**src/rtl/cmp_share_arb_if.sv**
```systemverilog
// Request/response bundle between the compare clients and the shared
// comparator sequencer. The master side drives requests and operands, the
// slave side returns acknowledge, grant index and comparison results.
interface cmp_share_arb_if #(
  parameter int NREQ = 4,
  parameter int W    = 5
);
  localparam int IW = (NREQ > 1) ? $clog2(NREQ) : 1;

  logic [NREQ-1:0]   req;
  logic [NREQ*W-1:0] a_in;
  logic [NREQ*W-1:0] b_in;
  logic [NREQ-1:0]   gray_in;
  logic [NREQ-1:0]   ack;
  logic [IW-1:0]     grant_id;
  logic              busy;
  logic              aeqb;
  logic              agtb;
  logic              altb;

  modport master (
    output req, a_in, b_in, gray_in,
    input  ack, grant_id, busy, aeqb, agtb, altb
  );

  modport slave (
    input  req, a_in, b_in, gray_in,
    output ack, grant_id, busy, aeqb, agtb, altb
  );
endinterface

```
**src/rtl/cmp_share_arb.sv**
```systemverilog
// Round-robin sequencer sharing one unsigned magnitude comparator among
// NREQ requesters. A grant latches the winner's operands (Gray-decoded when
// flagged), the next cycle registers the compare result and pulses ack, and
// a third cycle returns to IDLE, giving one comparison per three cycles.
module cmp_share_arb #(
  parameter int NREQ = 4,
  parameter int W    = 5
) (
  input  logic            clk,
  input  logic            rst_n,
  cmp_share_arb_if.slave  bus
);
  localparam int IW = (NREQ > 1) ? $clog2(NREQ) : 1;

  typedef enum logic [1:0] {IDLE, EVAL, HOLD} state_t;

  state_t          state_reg;
  logic [IW-1:0]   last_reg;
  logic [IW-1:0]   grant_reg;
  logic [NREQ-1:0] ack_reg;
  logic            busy_reg;
  logic [W-1:0]    a_reg;
  logic [W-1:0]    b_reg;
  logic            aeqb_reg;
  logic            agtb_reg;
  logic            altb_reg;

  logic [W-1:0]    a_bin [NREQ];
  logic [W-1:0]    b_bin [NREQ];
  logic [IW-1:0]   winner;
  logic            found;

  // Gray to binary: each binary bit is the XOR of all Gray bits at or above it.
  function automatic logic [W-1:0] gray2bin(input logic [W-1:0] g);
    logic [W-1:0] b;
    b[W-1] = g[W-1];
    for (int i = W - 2; i >= 0; i--) begin
      b[i] = b[i+1] ^ g[i];
    end
    return b;
  endfunction

  // Per-requester operand decode, so the grant only has to select one lane.
  generate
    for (genvar gi = 0; gi < NREQ; gi++) begin : g_decode
      assign a_bin[gi] = bus.gray_in[gi] ? gray2bin(bus.a_in[gi*W +: W]) : bus.a_in[gi*W +: W];
      assign b_bin[gi] = bus.gray_in[gi] ? gray2bin(bus.b_in[gi*W +: W]) : bus.b_in[gi*W +: W];
    end
  endgenerate

  // Round-robin search starting just after the last served requester.
  always_comb begin
    int            idx;
    logic [IW-1:0] cand;
    winner = '0;
    found  = 1'b0;
    idx    = 0;
    cand   = '0;
    for (int o = 1; o <= NREQ; o++) begin
      idx  = (int'(last_reg) + o) % NREQ;
      cand = IW'(idx);
      if (!found && bus.req[cand]) begin
        winner = cand;
        found  = 1'b1;
      end
    end
  end

  // Grant / evaluate / hold sequencer with registered outputs.
  always_ff @(posedge clk or negedge rst_n) begin
    if (!rst_n) begin
      state_reg <= IDLE;
      last_reg  <= IW'(NREQ - 1);
      grant_reg <= '0;
      ack_reg   <= '0;
      busy_reg  <= 1'b0;
      a_reg     <= '0;
      b_reg     <= '0;
      aeqb_reg  <= 1'b0;
      agtb_reg  <= 1'b0;
      altb_reg  <= 1'b0;
    end else begin
      case (state_reg)
        IDLE: begin
          if (found) begin
            grant_reg <= winner;
            a_reg     <= a_bin[winner];
            b_reg     <= b_bin[winner];
            busy_reg  <= 1'b1;
            state_reg <= EVAL;
          end
        end
        EVAL: begin
          aeqb_reg           <= (a_reg == b_reg);
          agtb_reg           <= (a_reg >  b_reg);
          altb_reg           <= (a_reg <  b_reg);
          ack_reg            <= '0;
          ack_reg[grant_reg] <= 1'b1;
          last_reg           <= grant_reg;
          state_reg          <= HOLD;
        end
        HOLD: begin
          ack_reg   <= '0;
          busy_reg  <= 1'b0;
          state_reg <= IDLE;
        end
        default: begin
          ack_reg   <= '0;
          busy_reg  <= 1'b0;
          state_reg <= IDLE;
        end
      endcase
    end
  end

  assign bus.ack      = ack_reg;
  assign bus.grant_id = grant_reg;
  assign bus.busy     = busy_reg;
  assign bus.aeqb     = aeqb_reg;
  assign bus.agtb     = agtb_reg;
  assign bus.altb     = altb_reg;
endmodule

```
**src/flat_wrapper.sv**
```systemverilog
// flat-port wrapper written by rule: the top's interface ports become plain ports
module cmp_share_arb_flat 
#(
  parameter int NREQ = 4,
  parameter int W    = 5
)
  (clk, rst_n, bus_req, bus_a_in, bus_b_in, bus_gray_in, bus_ack, bus_grant_id, bus_busy, bus_aeqb, bus_agtb, bus_altb);
  cmp_share_arb_if #(.NREQ(NREQ), .W(W)) bus_i ();
  input  logic clk;
  input  logic rst_n;
  input wire logic [$bits(bus_i.req)-1:0] bus_req;
  input wire logic [$bits(bus_i.a_in)-1:0] bus_a_in;
  input wire logic [$bits(bus_i.b_in)-1:0] bus_b_in;
  input wire logic [$bits(bus_i.gray_in)-1:0] bus_gray_in;
  output wire logic [$bits(bus_i.ack)-1:0] bus_ack;
  output wire logic [$bits(bus_i.grant_id)-1:0] bus_grant_id;
  output wire logic [$bits(bus_i.busy)-1:0] bus_busy;
  output wire logic [$bits(bus_i.aeqb)-1:0] bus_aeqb;
  output wire logic [$bits(bus_i.agtb)-1:0] bus_agtb;
  output wire logic [$bits(bus_i.altb)-1:0] bus_altb;
  assign bus_i.req = bus_req;
  assign bus_i.a_in = bus_a_in;
  assign bus_i.b_in = bus_b_in;
  assign bus_i.gray_in = bus_gray_in;
  assign bus_ack = bus_i.ack;
  assign bus_grant_id = bus_i.grant_id;
  assign bus_busy = bus_i.busy;
  assign bus_aeqb = bus_i.aeqb;
  assign bus_agtb = bus_i.agtb;
  assign bus_altb = bus_i.altb;
  cmp_share_arb #(.NREQ(NREQ), .W(W)) u_core (.clk(clk), .rst_n(rst_n), .bus(bus_i));
endmodule
```
**config.mk**
```make
export PLATFORM = sky130hd
export DESIGN_NAME = cmp_share_arb_flat
export DESIGN_NICKNAME = d
export VERILOG_FILES = /design/src/rtl/cmp_share_arb_if.sv /design/src/rtl/cmp_share_arb.sv /design/src/flat_wrapper.sv
export SDC_FILE = /design/constraint.sdc
export NUM_CORES = 1
export LEC_CHECK = 0
export ABC_CLOCK_PERIOD_IN_PS = 2330
export CAP_MARGIN = 40
export CORE_ASPECT_RATIO = 0.75
export CORE_UTILIZATION = 45
export CTS_BUF_LIST = sky130_fd_sc_hd__clkbuf_8
export DETAILED_ROUTE_END_ITERATION = 8
export GPL_ROUTABILITY_DRIVEN = 1
export PLACE_DENSITY = 0.73
export REMOVE_ABC_BUFFERS = 1
export SLEW_MARGIN = 20
export SYNTH_ARGS = -nofsm -noshare
export SYNTH_HDL_FRONTEND = slang
export SYNTH_SLANG_ARGS = --single-unit
export TNS_END_PERCENT = 50
```
**constraint.sdc**
```tcl
create_clock -name clk -period 2.33 [get_ports clk]
set_input_delay 0.466 -clock clk [delete_from_list [all_inputs] [get_ports clk]]
set_output_delay 0.466 -clock clk [all_outputs]
set_load 0.05 [all_outputs]
```
==> run_results.csv <==
group,metric,value,unit
pwr,leakagePower,1.389,nW
worst_setup_path,timing.rr.start,"u_core.b_reg[2]$_DFFE_PN0P_",
worst_setup_path,reg2reg_to,"u_core.bus.agtb$_DFFE_PN0P_",
pwr,power,2.988,mW
synthesis,synth-main-ff-cell,"dfrtp_1",
pwr,p_seq_share,26.8,%
synthesis,ys_seq_area_share,28.66,%
worst_setup_path,crit_top_cell,"xor2_1",
sta,worst_slack,0.2382,ns
worst_setup_path,end_kind,"flip-flop",
worst_setup_path,cp_slowest_cell,"clkdlybuf4s50_1",
status,status,"finished clean",
sta,timing.fmax,0.4781,GHz
sta,hold_viol,0,
worst_setup_path,reg2reg_slack,0.42,ns
cells_and_area,antenna_cells,0,
synthesis,syn_area_per_cell,8.661,µm²
cells_and_area,layout_common_cells,"clkdlybuf4s50_1 (59), nand2_1 (47), buf_4 (28)",
clock_tree,cts_tree,"built",
routing,wl_per_cell,12.58,µm
job,cap_viol_max_count,0,
min_path,hold_path.class,"flip-flop to flip-flop",
placed_design,dpl.hpwl,3933,µm
cells_and_area,finalNonFillerCells,382,
pwr,ir_drop,0.8012,mV
worst_setup_path,start_kind,"input port",
worst_setup_path,critPathMaxFanout,2,
placed_design,dp_cells,378,
clock_tree,cts.repair.resized,0,
clock_tree,post_cts_buffers,0,
clock_tree,clock_path_buffers,2,
grt,grt_overflow_total,0,
cells_and_area,layout-drive-gt1-share,13.23,%
worst_setup_path,critPathMaxStageDelay,0.49,ns
pwr,p_sw,1.283,mW
sta,setup_viol,0,
sta,rsz0062_at_grt,"no",
routing,vias,1955,
floorplan,boundaryPins,60,
floorplan,die_height,61.23,µm
placed_design,gp_routability_congestion,0.8217,
grt,grt_max_degree,27,
sta,slew_headroom,56.13,%
min_path,holdCritStartpoint,"u_core.last_reg[0]$_DFFE_PN1P_",
placed_design,preCtsSetupSlack,-0.05522,ns
worst_setup_path,reg2regPathDepth,6,
cells_and_area,syn_to_final_growth,43.58,%
routing,dr.pass1.iters,4,
grt,grt_use_total,20.18,%
pwr,swShare,42.93,%
worst_setup_path,critical_path.cell_chain,"clkdlybuf4s50_1 -> xor2_1 -> xor2_1 -> mux2i_1 -> xor2_1 -> a211oi_1 -> buf_4 -> a221oi_2",
min_path,min_to,"u_core.last_reg[0]$_DFFE_PN1P_",
worst_setup_path,arrival,2.23,ns
floorplan,dieArea,4957,µm²
routing,drtIter0Drc,93,
grt,grt_pass1_vias,1771,
synthesis,synth-seq-cells,24,
routing,drt_drc_violations_left,0,
sta,worst_slew_pin_slew,0.6414,ns
worst_setup_path,critPathLaunch,"bus_a_in[8]",
grt,antenna_found_initial,0,
clock_tree,cts_hold_buf,0,
clock_tree,cts_sinks,24,
routing,ant_nets,0,
routing,wirelength,4804,µm
placed_design,port_buffers,59,
min_path,holdPathStages,2,
clock_tree,htree_levels,1,
clock_tree,clockRootBuffer,"clkbuf_8",
pwr,p_int,1.705,mW
synthesis,netlist_instances,243,
floorplan,rows,21,
worst_setup_path,worstSetupPathType,"input port to flip-flop",
clock_tree,clk_pin_slew,0.09,ns
grt,grt_pass1_wl,7679,µm
floorplan,core-area,4467,µm²
worst_setup_path,required,2.47,ns
synthesis,async_flop_share,100.0,%
sta,final.min_clock_period,2.092,ns
synthesis,synth_warnings,0,
synthesis,synthDistinctLibCells,35,
sta,finalCritPeriodShare,89.78,%
sta,skew,0.005105,ns
pwr,power_density,988.9,nW/µm²
cells_and_area,final_common_cell,"clkdlybuf4s50_1",
floorplan,initial_core_util,47.11,%
pwr,pwr-share-clk,12.1,%
cells_and_area,fillers,375,
synthesis,synthesis.area,2105,µm²
clock_tree,cts_made_buffers,3,
routing,routed_via_density,5.118,
sta,slew_violations,0,
cells_and_area,fin_nets,381,
pwr,combPwrFrac,61.2,%
floorplan,die_x,80.97,µm
clock_tree,clkLatencyLatePin,0.26,ns
synthesis,synth_edf_count,0,
sta,final.setup.tns,0,ns
==> cells in the mapped netlist, types with 6 or more instances <==
cell type / instances / area share (%)
xor2_1: 22 / 9.2
a21oi_1: 6 / 1.4
dfrtp_1: 22 / 26
xnor2_1: 24 / 10
mux2i_1: 9 / 4.3
nand2_1: 47 / 8.4
nand2b_1: 11 / 3.3
a211o_1: 6 / 2.5
clkbuf_1: 8 / 1.4
nor2_1: 24 / 4.3
inv_1: 9 / 1.6
==> cell type report <==
| type | instances | area, µm² | area share (%) |
|---|---|---|---|
| clock inverters | 1 | 30.03 | 0.9938 |
| inverters | 9 | 33.78 | 1.118 |
| multi-input cells | 200 | 1421 | 47.04 |
| clock buffers | 3 | 41.29 | 1.366 |
| flip-flops and latches | 24 | 603.1 | 19.96 |
| well taps | 57 | 71.32 | 2.360 |
| repair buffers | 88 | 820.8 | 27.16 |
==> worst max-delay path, delay by kind of cell <==
family	cells	cell delay, ns
AOI/OAI and AO/OA	2	0.28
muxes	1	0.26
xor gates and xnor gates	3	0.57
buffers and inverters	2	0.65
==> metrics by stage <==
stage | hold WS [ns] | util (%) | cell area, µm²
final | 0.4798 | 67.65 | 3022
after global routing | 0.5073 | 67.65 | 3022
after CTS | 0.4855 | 67.65 | 3022
after detailed placement | 0.4559 | 66.05 | 2950
after global placement | 0.4540 | 66.05 | 2950
after floorplan | 0.1704 | - | 2058
==> worst max-delay path by stage <==
stage | end | slack [ns] | depth (start not counted)
2_1_floorplan | u_core.a_reg[0]$_DFFE_PN0P_ | 0.23 | 5
3_3_place_gp | u_core.a_reg[0]$_DFFE_PN0P_ | -0.002 | 7
3_5_place_dp | u_core.a_reg[0]$_DFFE_PN0P_ | -0.06 | 8
4_1_cts | u_core.a_reg[0]$_DFFE_PN0P_ | 0.23 | 8
5_1_grt | u_core.a_reg[0]$_DFFE_PN0P_ | 0.07 | 8
6_report | u_core.a_reg[0]$_DFFE_PN0P_ | 0.24 | 8
==> per-layer routing <==
layer  vias up  wire length [µm]  GRT usage (%)
met5         -                 0              0
met3         2               254          2.519
met2        56              2257          35.17
li1        979                 -              -
met1       918              2282          27.98
met4         0                 9          2.296
==> power groups by stage <==
stage | clock, mW | combinational [mW] | sequential [mW]
after detailed placement | 0 | 1.83 | 0.802
after floorplan | 0 | 0.881 | 1.04
after CTS | 0.368 | 1.84 | 0.794
final | 0.361 | 1.83 | 0.799
after global placement | 0 | 1.80 | 0.795
after global routing | 0.379 | 2.02 | 0.820
==> cells by family (layout without fill, tap and decap cells) <==
kind of cell	after synthesis	count (layout)	synth area share, %
muxes	11	11	5.351
and+or+nand+nor	94	94	19.74
DFF	24	24	28.66
AOI/OAI and AO/OA	38	38	13.56
adders and majority gates	5	5	2.973
xor gates and xnor gates	52	52	25.92
buffers and inverters	19	101	3.805
Power figures use the tool's default switching activity.
